<file path="config.mk">
export PLATFORM = sky130hd
export DESIGN_NAME = fc_tx_credit_gate_flat
export DESIGN_NICKNAME = d
export VERILOG_FILES = /design/src/rtl/fc_pkg.sv /design/src/rtl/fc_tx_credit_gate_if.sv /design/src/rtl/fc_credit_check.sv /design/src/rtl/fc_tx_credit_gate.sv /design/src/flat_wrapper.sv
export SDC_FILE = /design/constraint.sdc
export NUM_CORES = 1
export LEC_CHECK = 0
export CAP_MARGIN = 25
export CORE_MARGIN = 2
export CORE_UTILIZATION = 50
export DETAILED_ROUTE_END_ITERATION = 6
export PLACE_DENSITY = 0.77
export SLEW_MARGIN = 20
export SYNTH_ARGS = -nofsm -noshare
export SYNTH_HDL_FRONTEND = slang
export SYNTH_SLANG_ARGS = --single-unit
</file>
<file path="constraint.sdc">
create_clock -name clk -period 8 [get_ports clk]
set_clock_uncertainty 0.15 [all_clocks]
set_input_delay 1.2 -clock clk [delete_from_list [all_inputs] [get_ports clk]]
set_output_delay 1.2 -clock clk [all_outputs]
set_load 0.005 [all_outputs]
</file>
<file path="src/rtl/fc_pkg.sv">
// rtl/fc_pkg.sv - shared credit class encodings, FSM states and default field widths
package fc_pkg;

    localparam int FC_HDR_FIELD_DEF  = 8;
    localparam int FC_DATA_FIELD_DEF = 12;
    localparam int FC_NUM_TYPES_DEF  = 3;

    typedef enum logic [1:0] {
        FC_P   = 2'd0,
        FC_NP  = 2'd1,
        FC_CPL = 2'd2
    } fc_type_e;

    typedef enum logic [0:0] {
        FC_INIT   = 1'b0,
        FC_ACTIVE = 1'b1
    } fc_state_e;

    function automatic int fc_type_width(input int n);
        return (n > 1) ? $clog2(n) : 1;
    endfunction

endpackage

</file>
<file path="src/rtl/fc_tx_credit_gate_if.sv">
// rtl/fc_tx_credit_gate_if.sv - InitFC / UpdateFC / TLP request bundle for the credit gate
interface fc_tx_credit_gate_if
    import fc_pkg::*;
#(
    parameter int TW         = fc_type_width(FC_NUM_TYPES_DEF),
    parameter int HDR_FIELD  = FC_HDR_FIELD_DEF,
    parameter int DATA_FIELD = FC_DATA_FIELD_DEF
);
    logic                  init_valid;
    logic [TW-1:0]         init_type;
    logic [HDR_FIELD-1:0]  init_hdr;
    logic [DATA_FIELD-1:0] init_data;

    logic                  upd_valid;
    logic [TW-1:0]         upd_type;
    logic [HDR_FIELD-1:0]  upd_hdr;
    logic [DATA_FIELD-1:0] upd_data;

    logic                  req_valid;
    logic [TW-1:0]         req_type;
    logic [HDR_FIELD-1:0]  req_hdr;
    logic [DATA_FIELD-1:0] req_data;
    logic                  req_ready;

    modport master (
        output init_valid, init_type, init_hdr, init_data,
        output upd_valid, upd_type, upd_hdr, upd_data,
        output req_valid, req_type, req_hdr, req_data,
        input  req_ready
    );

    modport slave (
        input  init_valid, init_type, init_hdr, init_data,
        input  upd_valid, upd_type, upd_hdr, upd_data,
        input  req_valid, req_type, req_hdr, req_data,
        output req_ready
    );

endinterface

</file>
<file path="src/rtl/fc_credit_check.sv">
// rtl/fc_credit_check.sv - single-field credit test with modular headroom
module fc_credit_check #(
    parameter int FIELD = 8
) (
    input  logic [FIELD-1:0] limit,
    input  logic [FIELD-1:0] consumed,
    input  logic [FIELD-1:0] required,
    input  logic             inf,
    output logic             pass
);
    localparam logic [FIELD-1:0] HALF = {1'b1, {(FIELD-1){1'b0}}};

    logic [FIELD-1:0] headroom;

    // Headroom past half the field range means the request would overrun the limit.
    assign headroom = limit - (consumed + required);
    assign pass     = inf || (headroom <= HALF);

endmodule

</file>
<file path="src/rtl/fc_tx_credit_gate.sv">
// rtl/fc_tx_credit_gate.sv - transmit-side flow-control credit gate for P/NP/CPL TLPs
module fc_tx_credit_gate
    import fc_pkg::*;
#(
    parameter int HDR_FIELD  = FC_HDR_FIELD_DEF,
    parameter int DATA_FIELD = FC_DATA_FIELD_DEF,
    parameter int NUM_TYPES  = FC_NUM_TYPES_DEF
) (
    input  logic                 clk,
    input  logic                 rst,
    fc_tx_credit_gate_if.slave   bus,
    output logic                 fc_init_done,
    output logic [NUM_TYPES-1:0] blocked
);
    fc_state_e             state;
    logic [NUM_TYPES-1:0]  seen;
    logic [HDR_FIELD-1:0]  hdr_consumed  [NUM_TYPES];
    logic [DATA_FIELD-1:0] data_consumed [NUM_TYPES];
    logic [HDR_FIELD-1:0]  hdr_limit     [NUM_TYPES];
    logic [DATA_FIELD-1:0] data_limit    [NUM_TYPES];
    logic [NUM_TYPES-1:0]  hdr_inf;
    logic [NUM_TYPES-1:0]  data_inf;
    logic [NUM_TYPES-1:0]  hdr_pass;
    logic [NUM_TYPES-1:0]  data_pass;

    logic                  type_ok;
    logic                  zero_req;
    logic                  sel_pass;
    logic                  transfer;
    logic                  refused;
    logic [NUM_TYPES-1:0]  init_hit;
    logic [NUM_TYPES-1:0]  upd_hit;
    logic [NUM_TYPES-1:0]  req_hit;

    for (genvar t = 0; t < NUM_TYPES; t++) begin : g_check
        fc_credit_check #(.FIELD(HDR_FIELD)) u_hdr (
            .limit    (hdr_limit[t]),
            .consumed (hdr_consumed[t]),
            .required (bus.req_hdr),
            .inf      (hdr_inf[t]),
            .pass     (hdr_pass[t])
        );
        fc_credit_check #(.FIELD(DATA_FIELD)) u_data (
            .limit    (data_limit[t]),
            .consumed (data_consumed[t]),
            .required (bus.req_data),
            .inf      (data_inf[t]),
            .pass     (data_pass[t])
        );
    end

    always_comb begin
        sel_pass = 1'b0;
        init_hit = '0;
        upd_hit  = '0;
        req_hit  = '0;
        for (int t = 0; t < NUM_TYPES; t++) begin
            init_hit[t] = bus.init_valid && (int'(bus.init_type) == t);
            upd_hit[t]  = bus.upd_valid  && (int'(bus.upd_type)  == t);
            req_hit[t]  = bus.req_valid  && (int'(bus.req_type)  == t);
            if (int'(bus.req_type) == t) begin
                sel_pass = hdr_pass[t] && data_pass[t];
            end
        end
    end

    assign type_ok       = int'(bus.req_type) < NUM_TYPES;
    assign zero_req      = (bus.req_hdr == '0) && (bus.req_data == '0);
    // Reset wins in the same cycle so a request on a reset edge is never granted.
    assign bus.req_ready = !rst && (state == FC_ACTIVE) && bus.req_valid && type_ok
                           && (zero_req || sel_pass);
    assign transfer      = bus.req_ready;
    assign refused       = (state == FC_ACTIVE) && bus.req_valid && !bus.req_ready;

    always_ff @(posedge clk) begin
        if (rst) begin
            state        <= FC_INIT;
            fc_init_done <= 1'b0;
            seen         <= '0;
            blocked      <= '0;
            hdr_inf      <= '0;
            data_inf     <= '0;
            for (int t = 0; t < NUM_TYPES; t++) begin
                hdr_consumed[t]  <= '0;
                data_consumed[t] <= '0;
                hdr_limit[t]     <= '0;
                data_limit[t]    <= '0;
            end
        end else begin
            case (state)
                FC_INIT: begin
                    if (&seen) begin
                        state        <= FC_ACTIVE;
                        fc_init_done <= 1'b1;
                    end
                    for (int t = 0; t < NUM_TYPES; t++) begin
                        if (init_hit[t]) begin
                            hdr_limit[t]  <= bus.init_hdr;
                            data_limit[t] <= bus.init_data;
                            hdr_inf[t]    <= (bus.init_hdr == '0);
                            data_inf[t]   <= (bus.init_data == '0);
                            seen[t]       <= 1'b1;
                        end
                    end
                end
                FC_ACTIVE: begin
                    for (int t = 0; t < NUM_TYPES; t++) begin
                        if (upd_hit[t] && !hdr_inf[t])  hdr_limit[t]  <= bus.upd_hdr;
                        if (upd_hit[t] && !data_inf[t]) data_limit[t] <= bus.upd_data;
                        if (transfer && req_hit[t]) begin
                            if (!hdr_inf[t])  hdr_consumed[t]  <= hdr_consumed[t] + bus.req_hdr;
                            if (!data_inf[t]) data_consumed[t] <= data_consumed[t] + bus.req_data;
                        end
                        // Fresh credit or a completed send both make the stall stale.
                        if (upd_hit[t] || (transfer && req_hit[t])) begin
                            blocked[t] <= 1'b0;
                        end else if (refused && req_hit[t]) begin
                            blocked[t] <= 1'b1;
                        end
                    end
                end
                default: begin
                    state        <= FC_INIT;
                    fc_init_done <= 1'b0;
                end
            endcase
        end
    end

endmodule

</file>
<file path="src/flat_wrapper.sv">
// flat-port wrapper written by rule: the top's interface ports become plain ports
module fc_tx_credit_gate_flat import fc_pkg::*;
#(
    parameter int HDR_FIELD  = FC_HDR_FIELD_DEF,
    parameter int DATA_FIELD = FC_DATA_FIELD_DEF,
    parameter int NUM_TYPES  = FC_NUM_TYPES_DEF
)
  (clk, rst, fc_init_done, blocked, bus_init_valid, bus_init_type, bus_init_hdr, bus_init_data, bus_upd_valid, bus_upd_type, bus_upd_hdr, bus_upd_data, bus_req_valid, bus_req_type, bus_req_hdr, bus_req_data, bus_req_ready);
  fc_tx_credit_gate_if #(.TW(2), .HDR_FIELD(HDR_FIELD), .DATA_FIELD(DATA_FIELD)) bus_i ();
  input  logic clk;
  input  logic rst;
  output logic fc_init_done;
  output logic [NUM_TYPES-1:0] blocked;
  input wire logic [$bits(bus_i.init_valid)-1:0] bus_init_valid;
  input wire logic [$bits(bus_i.init_type)-1:0] bus_init_type;
  input wire logic [$bits(bus_i.init_hdr)-1:0] bus_init_hdr;
  input wire logic [$bits(bus_i.init_data)-1:0] bus_init_data;
  input wire logic [$bits(bus_i.upd_valid)-1:0] bus_upd_valid;
  input wire logic [$bits(bus_i.upd_type)-1:0] bus_upd_type;
  input wire logic [$bits(bus_i.upd_hdr)-1:0] bus_upd_hdr;
  input wire logic [$bits(bus_i.upd_data)-1:0] bus_upd_data;
  input wire logic [$bits(bus_i.req_valid)-1:0] bus_req_valid;
  input wire logic [$bits(bus_i.req_type)-1:0] bus_req_type;
  input wire logic [$bits(bus_i.req_hdr)-1:0] bus_req_hdr;
  input wire logic [$bits(bus_i.req_data)-1:0] bus_req_data;
  output wire logic [$bits(bus_i.req_ready)-1:0] bus_req_ready;
  assign bus_i.init_valid = bus_init_valid;
  assign bus_i.init_type = bus_init_type;
  assign bus_i.init_hdr = bus_init_hdr;
  assign bus_i.init_data = bus_init_data;
  assign bus_i.upd_valid = bus_upd_valid;
  assign bus_i.upd_type = bus_upd_type;
  assign bus_i.upd_hdr = bus_upd_hdr;
  assign bus_i.upd_data = bus_upd_data;
  assign bus_i.req_valid = bus_req_valid;
  assign bus_i.req_type = bus_req_type;
  assign bus_i.req_hdr = bus_req_hdr;
  assign bus_i.req_data = bus_req_data;
  assign bus_req_ready = bus_i.req_ready;
  fc_tx_credit_gate #(.HDR_FIELD(HDR_FIELD), .DATA_FIELD(DATA_FIELD), .NUM_TYPES(NUM_TYPES)) u_core (.clk(clk), .rst(rst), .bus(bus_i), .fc_init_done(fc_init_done), .blocked(blocked));
endmodule
</file>
==> results of run 1 <==
[critical path, stage by stage]
cell and delay [ns]:
clkdlybuf4s50_1 0.43, buf_4 0.17, ha_1 0.25, fa_1 0.45, a21o_1 0.18, a21oi_1 0.21
o21bai_1 0.09, a21oi_1 0.23, o21bai_1 0.09, a21oi_1 0.29, nor4b_1 0.10, a21oi_1 0.18
and2_1 0.21, ha_1 0.29, xor2_1 0.23, nor3_1 0.07, a221oi_1 0.31, a311oi_1 0.16
o311a_1 0.43, a211oi_4 0.33, inv_2 0.05, clkdlybuf4s50_1 0.44
[path summary, 6_finish.rpt]
path	startpoint	to	slack (ns)	cells after the start
max	bus_req_data[0]	bus_req_ready	0.26	22
min	u_core.seen[1]$_SDFFE_PP0P_	u_core.seen[1]$_SDFFE_PP0P_	0.32	2
max reg2reg	u_core.data_consumed[0][0]$_SDFFCE_PN0P_	u_core.data_consumed[0][17]$_SDFFCE_PN0P_	1.80	21
min reg2reg	u_core.seen[1]$_SDFFE_PP0P_	u_core.seen[1]$_SDFFE_PP0P_	0.32	2
[cell usage after synthesis, drive strengths merged (13+ instances only)]
cell / n
inv: 57
o21ai: 32
nor3: 73
o21a: 13
nor3b: 17
nor2: 71
a21oi: 58
clkbuf: 13
xnor2: 51
o21bai: 13
ha: 108
a21o: 27
edfxtp: 120
nand2: 30
nand2b: 17
a22o: 20
xor2: 29
dfxtp: 14
[layer usage]
layer | routed length [µm] | global-route usage [%] | part of all wire (%) | vias up
li1 | - | - | - | 3795
met1 | 11700 | 34.8 | 48 | 3721
met2 | 10700 | 35.2 | 44 | 298
met3 | 1510 | 3.31 | 6.2 | 31
met4 | 440 | 6.50 | 1.8 | 0
met5 | 0 | 0 | 0 | -
[timing repair]
item                       4_1_cts  5_1_grt
setup endpoints to repair        0        1
hold buffers                     0        0
gates resized for setup          0        3
[flip-flops by register name, summed over array words and instances, names as in the netlist]
| name | count |
|---|---|
| u_core.data_consumed | 36 |
| u_core.data_limit | 36 |
| u_core.hdr_consumed | 24 |
| u_core.hdr_limit | 24 |
| u_core.blocked | 3 |
| u_core.data_inf | 3 |
| u_core.hdr_inf | 3 |
| u_core.seen | 3 |
| u_core.fc_init_done | 1 |
| u_core.state | 1 |
[power by group through the flow]
stage	clock, µW	combinational, µW	sequential [µW]
global route	783	722	815
floorplan	0	475	819
global placement	0	620	826
finish	750	652	813
CTS	754	643	813
detailed placement	0	636	827
[metrics by stage]
stage | util, % | instance area (µm²)
CTS | 58.9 | 11800
floorplan | - | 10100
global route | 59.0 | 11800
finish | 59.0 | 11800
detailed placement | 56.1 | 11200
global placement | 56.0 | 11200
[final cells by class]
type	instances	share of cell area, %
sequential	134	32.9
inverter	58	1.84
tap	270	2.86
timing repair buffer	90	7.29
clock inverter	9	0.635
multi-input combinational	737	50.3
clock buffer	23	4.22
[cells by family after synthesis]
group	count (synthesis)	share of synthesized area (%)
AOI/OAI and AO/OA	237	16.6
and+or+nand+nor	287	17.4
DFF	134	38.4
xor gates and xnor gates	83	7.60
buffers and inverters	77	3.30
muxes	10	1.00
adders and majority gates	120	15.7
==> flow_summary.json, run 1 <==
{
  "status": "complete, no violations",
  "p_clk_share_pct": 33.9,
  "tritoncts": "built",
  "power_switching_uw": 663,
  "crit_path_end_kind": "primary output",
  "synthFlopType": "edfxtp_1",
  "pwr-share-seq_pct": 36.7,
  "final_cells": 1321,
  "multi_input_area_mm2": 0.00594,
  "crit_required_ns": 6.65,
  "timing.fmax_mhz": 129,
  "hold_class": "reg2reg",
  "h-tree-depth": 4,
  "peakVddDrop_mv": 0.160,
  "cts_root_buffer": "clkbuf_16",
  "grt-ovfl-total": 0,
  "synth_top_area_share_pct": 35.6,
  "clock_latency_ns": 0.42,
  "criticalPathCategory": "in2out",
  "swShare_pct": 29.9,
  "dp_slack_ns": 0.109,
  "cts_buffer_depth": 2,
  "cts_num_sinks": 134,
  "hold_slack_ns": 0.320,
  "startpoint_type": "primary input",
  "regArea_mm2": 0.00388,
  "grt_pass1_wl_mm": 39.2,
  "synth_fp_nets": 1139,
  "drive_gt1_share_pct": 10.8,
  "dp.cells": 1289,
  "clkTransAtPathRegs_ns": 0.05,
  "ant_nets": 0,
  "dpl.hpwl_mm": 18.7,
  "gp_congestion": 0.848,
  "finalMaxSlewViolations": 0,
  "internal_power_uw": 1550,
  "post_drt_wl_per_cell_um": 18.4,
  "synthCells": 948,
  "maxCapViolations": 0,
  "setup_slack_ns": 0.262,
  "comb_power_share_pct": 29.4,
  "grt_max_degree": 63,
  "powerDensity_mw_per_mm2": 187,
  "finalHoldViolCount": 0,
  "num-fill-cells": 1697,
  "drt_pass1_iterations": 5,
  "nets": 1229,
  "cts_made_buffers": 17,
  "worstMarginPinSlew_ns": 0.987,
  "die_area_mm2": 0.0214,
  "ios": 76,
  "syn_area_mm2": 0.0101,
  "setup_tns_ns": 0,
  "drcViolationCount": 0,
  "grt_pass1_vias": 7540,
  "synth_area_leaders": "edfxtp_1 (36%), ha_1 (13%), nor3_2 (4.6%), xnor2_1 (4.4%), a21oi_1 (2.9%)",
  "async_flop_share_pct": 0,
  "synth_edf_count": 120,
  "antenna_found_initial": 0,
  "total_leakage_power_uw": 0.00459,
  "final_common_cell": "edfxtp_1",
  "avgViaCountPerCell": 5.94,
  "synth.distinct_cells": 73,
  "routed-via-count": 7845,
  "ys_warn_count": 0,
  "diodes": 0,
  "syn2layout_area_growth_pct": 16.9,
  "drt-initial-drc-count": 607,
  "std_cell_rows": 52,
  "path_max_fanout": 4,
  "ys_seq_area_share_pct": 38.4,
  "core-area_mm2": 0.0200,
  "io_buffer_count": 75,
  "total_power_uw": 2210,
  "initial_core_util_pct": 50.5,
  "netlist.top_cell.by_area": "edfxtp_1",
  "finalCritPeriodShare_pct": 96.7,
  "yosys_register_bits": 134,
  "grt_usage_pct": 23.2,
  "die_w_um": 146,
  "slew_headroom_pct": 34.2,
  "avgSynthCellArea_um2": 10.7,
  "final_cell_mix": "edfxtp_1 (120), ha_1 (108), clkdlybuf4s50_1 (75)",
  "die_y_um": 146,
  "rsz0062_at_grt": "false",
  "finalCriticalPeriod_ns": 7.74,
  "setup_viol": 0,
  "cp.arrival_ns": 6.39,
  "postCtsSetupBuffers": 0,
  "routed_wl_mm": 24.3
}
Note: power is estimated with default switching activity, not from simulation.
==> run 2, diff against run 1 <==
PLACE_DENSITY = 0.69   (was 0.77)
==> flow_summary.json, run 2 (same netlist as run 1, synthesis figures left out) <==
{
  "grt_usage_pct": 23.3,
  "rsz0062_at_grt": "false",
  "cts_root_buffer": "clkbuf_16",
  "finalHoldViolCount": 0,
  "nets": 1232,
  "postCtsSetupBuffers": 0,
  "grt_util_met2_pct": 34.6,
  "die_area_mm2": 0.0214,
  "grt-ovfl-total": 0,
  "avgViaCountPerCell": 5.82,
  "post_drt_wl_per_cell_um": 18.4,
  "drcViolationCount": 0,
  "initial_core_util_pct": 50.5,
  "core-area_mm2": 0.0200,
  "hold_class": "reg2reg",
  "final_common_cell": "edfxtp_1",
  "die_w_um": 146,
  "total_leakage_power_uw": 0.00461,
  "die_y_um": 146,
  "drive_gt1_share_pct": 11.7,
  "gr-usage-met1_pct": 35.9,
  "finalCriticalPeriod_ns": 7.67,
  "ios": 76,
  "dp.cells": 1292,
  "crit_slowest_cell": "or4b_4",
  "maxCapViolations": 0,
  "worstMarginPinSlew_ns": 0.868,
  "antenna_found_initial": 0,
  "path_common_cell": "a21oi_2",
  "path_max_fanout": 3,
  "critPathTopFamily": "simple AND/OR/NAND/NOR gates",
  "cts_buffer_depth": 2,
  "post_dp_cell_area_mm2": 0.0113,
  "cts_resized": 0,
  "powerDensity_mw_per_mm2": 190,
  "cts_made_buffers": 17,
  "routed-via-count": 7705,
  "top_usage_layer": "met1",
  "peakVddDrop_mv": 0.161,
  "ant_nets": 0,
  "diodes": 0,
  "final_cells": 1324,
  "tritoncts": "built",
  "gp_congestion": 0.885,
  "crit_chain": "clkdlybuf4s50_1 > ha_1 > fa_1 > a21o_1 > a21oi_2 > o21bai_1 > a21oi_2 > o21bai_1 > a21oi_2 > xnor2_1 > ha_1 > or3_1 > nor2_2 > a311oi_4 > or4b_1 > nand4b_1 > xor2_1 > or4b_4 > a211oi_4 > inv_2 > clkdlybuf4s50_1",
  "cp_num_buf_inv": 3,
  "grt_max_degree": 37,
  "syn2layout_area_growth_pct": 17.6,
  "grt_pass1_vias": 7208,
  "h-tree-depth": 4,
  "finalCritPeriodShare_pct": 95.9,
  "crit_required_ns": 6.65,
  "cts_hold_buf": 0,
  "num-fill-cells": 1691,
  "finalInstanceArea_mm2": 0.0119,
  "dpl.hpwl_mm": 18.7,
  "cts_num_sinks": 134,
  "drt-initial-drc-count": 567,
  "final_cell_mix": "edfxtp_1 (120), ha_1 (108), clkdlybuf4s50_1 (75)",
  "met3_usage_pct": 3.78,
  "slew_headroom_pct": 42.0,
  "status": "complete, no violations",
  "cp.arrival_ns": 6.32,
  "criticalPathCategory": "in2out",
  "clock_latency_ns": 0.43,
  "clkTransAtPathRegs_ns": 0.06,
  "routed_wl_mm": 24.3,
  "io_buffer_count": 75,
  "finalMaxSlewViolations": 0,
  "timing.fmax_mhz": 130,
  "grt_pass1_wl_mm": 38.7,
  "drt_pass1_iterations": 7,
  "slowest_delay_ns": 0.53,
  "reg_top3": "u_core.data_consumed (36), u_core.data_limit (36)",
  "crit_path_end_kind": "primary output",
  "startpoint_type": "primary input",
  "setup_viol": 0,
  "setup_tns_ns": 0,
  "std_cell_rows": 52
}
==> run 2: worst paths after layout <==
kind,startpoint,endpoint,slack [ns],depth (start not counted)
worst max-delay path,bus_req_data[0],bus_req_ready,0.33,21
worst min-delay path,u_core.seen[1]$_SDFFE_PP0P_,u_core.seen[1]$_SDFFE_PP0P_,0.32,2
worst max register to register,u_core.data_consumed[0][0]$_SDFFCE_PN0P_,u_core.data_consumed[0][0]$_SDFFCE_PN0P_,1.88,21
worst min register to register,u_core.seen[1]$_SDFFE_PP0P_,u_core.seen[1]$_SDFFE_PP0P_,0.32,2
==> run 2: stage by stage <==
step	total power (µW)	setup WS (ns)	hold slack (ns)	util, %
floorplan	1290	0.993	0.290	-
global placement	1460	0.205	0.304	56.1
detailed placement	1470	0.106	0.309	56.2
CTS	2260	0.0682	0.324	59.2
global route	2370	0.0230	0.352	59.3
finish	2260	0.327	0.321	59.3
==> run 2: cell type report <==
cell class                 instances  area, µm²  area share, %
clock buffer                      17        425           3.58
clock inverter                    15        168           1.41
inverter                          58        218           1.83
multi-input combinational        737       5970           50.2
sequential                       134       3880           32.7
tap                              270        338           2.84
timing repair buffer              93        887           7.46
==> run 2: power by group <==
group	total (µW)	leakage, µW	internal (µW)	switching (µW)
sequential	810	0.00136	796	13.9
combinational	658	0.00296	291	367
clock	793	0.000286	467	327
==> run 2: layer usage <==
metal | vias up | part of all wire [%]
met5 | - | 0
met4 | 0 | 1.2
met3 | 21 | 6.0
met2 | 233 | 43
met1 | 3647 | 50
li1 | 3804 | -
==> run 2: worst reg2reg max path, stage by stage, from the launching register on <==
cell and delay, ns:
edfxtp_1 0.37, ha_1 0.22, fa_1 0.44, a21o_1 0.18, a21oi_2 0.17, o21bai_1 0.10, a21oi_2 0.18, o21bai_1 0.10
a21oi_2 0.20, xnor2_1 0.15, ha_1 0.26, or3_1 0.39, nor2_2 0.14, a311oi_4 0.06, or4b_1 0.48, nand4b_1 0.13
xor2_1 0.11, or4b_4 0.53, a211oi_4 0.33, buf_4 0.46, buf_4 0.58, nor3b_1 0.13
==> run 3, diff against run 2 <==
GPL_ROUTABILITY_DRIVEN = 0   (was default)
PLACE_DENSITY = 0.72   (was 0.69)
clock period = 6.3 ns   (was 8 ns; I/O delays follow)
==> flow_summary.json, run 3 (same netlist as run 1, synthesis figures left out) <==
{
  "finalInstanceArea_mm2": 0.0134,
  "maxCapViolations": 0,
  "hold_class": "reg2reg",
  "crit_required_ns": 5.20,
  "nets": 1396,
  "worstMarginPinSlew_ns": 0.750,
  "core-area_mm2": 0.0200,
  "powerDensity_mw_per_mm2": 238,
  "slew_headroom_pct": 49.7,
  "worstHoldStart": "u_core.seen[2]$_SDFFE_PP0P_",
  "std_cell_rows": 52,
  "rsz0062_at_grt": "true",
  "die_w_um": 146,
  "peakVddDrop_mv": 0.217,
  "setup_viol": 0,
  "finalMaxSlewViolations": 0,
  "dp.cells": 1444,
  "crit_path_end_kind": "primary output",
  "rrSetupSlack_ns": 0.46,
  "initial_core_util_pct": 50.5,
  "final_cells": 1488,
  "antenna_found_initial": 0,
  "ant_nets": 0,
  "final_common_cell": "buf_4",
  "cts_made_buffers": 17,
  "drcViolationCount": 0,
  "drt_pass1_iterations": 7,
  "finalCriticalPeriod_ns": 6.19,
  "die_y_um": 146,
  "cp.arrival_ns": 5.10,
  "drt-initial-drc-count": 610,
  "finalHoldViolCount": 0,
  "cts_num_sinks": 134,
  "ios": 76,
  "h-tree-depth": 4,
  "die_area_mm2": 0.0214,
  "criticalPathCategory": "in2out",
  "drive_gt1_share_pct": 26.6,
  "post_dp_cell_area_mm2": 0.0125,
  "post_drt_wl_per_cell_um": 18.3,
  "num-fill-cells": 1547,
  "cts_buffer_depth": 2,
  "dpl.hpwl_mm": 20.4,
  "finalCritPeriodShare_pct": 98.3,
  "total_leakage_power_uw": 0.00549,
  "grt_max_degree": 34,
  "grt_pass1_wl_mm": 42.8,
  "diodes": 0,
  "grt_pass1_vias": 8282,
  "startpoint_type": "primary input",
  "clock_latency_ns": 0.44,
  "syn2layout_area_growth_pct": 32.5,
  "routed-via-count": 8542,
  "cts_hold_buf": 0,
  "setup_tns_ns": 0,
  "grt-ovfl-total": 0,
  "timing.rr.start": "u_core.data_consumed[0][0]$_SDFFCE_PN0P_",
  "io_buffer_count": 75,
  "timing.fmax_mhz": 161,
  "path_max_fanout": 3,
  "final_cell_mix": "buf_4 (176), edfxtp_1 (120), ha_1 (102)",
  "status": "complete, no violations",
  "cts_root_buffer": "clkbuf_16",
  "crit_path_start": "bus_req_hdr[0]",
  "clkTransAtPathRegs_ns": 0.06,
  "avgViaCountPerCell": 5.74,
  "tritoncts": "built",
  "grt_usage_pct": 25.6,
  "routed_wl_mm": 27.2,
  "reg_top3": "u_core.data_consumed (36), u_core.data_limit (36)"
}
-- run 3: cell types whose count changed in the layout (fill, tap and decap cells not counted), moves of 4 or more --
cell / delta
a21oi_2: +8
buf_4: +160
a21oi_1: -8
ha_4: +4
clkdlybuf4s50_1: -6
inv_6: -4
ha_1: -6
-- run 3: path summary, 6_finish.rpt --
path                                                                  to  cells past startpoint
worst max-delay path                                       bus_req_ready                     19
worst min-delay path                         u_core.seen[2]$_SDFFE_PP0P_                      2
worst max register to register  u_core.data_consumed[0][0]$_SDFFCE_PN0P_                     21
worst min register to register               u_core.seen[2]$_SDFFE_PP0P_                      2
-- run 3: power by group --
group          switching [µW]  leakage (µW)  total, µW  internal (µW)
Clock                     425      0.000297       1060            632
Combinational             544       0.00383       1100            558
Sequential               19.0       0.00136       1030           1010
-- run 3: final cells by class --
type | instances | area (µm²) | share of cell area, %
inverter | 58 | 218 | 1.62
multi-input combinational | 737 | 6190 | 46.2
clock inverter | 15 | 195 | 1.46
clock buffer | 17 | 425 | 3.17
timing repair buffer | 257 | 2160 | 16.1
sequential | 134 | 3880 | 29.0
tap | 270 | 338 | 2.52
-- run 3: worst max-delay path: stages --
cell	delay (ns)
clkdlybuf4s50_1	0.49
buf_4	0.19
ha_1	0.22
fa_1	0.41
a21o_1	0.19
a21oi_2	0.19
o21bai_1	0.09
a21oi_1	0.18
xor2_1	0.31
ha_1	0.31
nor2_1	0.12
nor2_1	0.06
o41ai_2	0.06
xnor3_1	0.26
a311o_1	0.36
o311a_1	0.18
a211oi_4	0.31
inv_2	0.10
buf_6	0.13
-- run 3: repair_timing --
action,CTS,global route
pin swaps,22,31
setup buffers,7,6
gates resized for setup,34,34
setup endpoints to repair,33,33
endpoints found under the hold margin,0,0
-- run 3: stage by stage --
stage               power (µW)  setup slack, ns  utilization [%]  hold WS (ns)
floorplan                 1650         -0.00760                -         0.290
global placement          2040           -0.629             62.1         0.302
detailed placement        2070           -0.760             62.1         0.313
CTS                       3150          -0.0147             66.0         0.327
global route              3330          -0.0398             66.9         0.346
finish                    3190            0.106             66.9         0.326
-- run 3: metal layers --
layer / track usage (%) / part of all wire [%] / vias up
li1: - / - / 4123
met1: 38.0 / 47 / 4086
met2: 39.2 / 45 / 295
met3: 4.00 / 7.0 / 38
met4: 6.75 / 1.6 / 0
met5: 0 / 0 / -
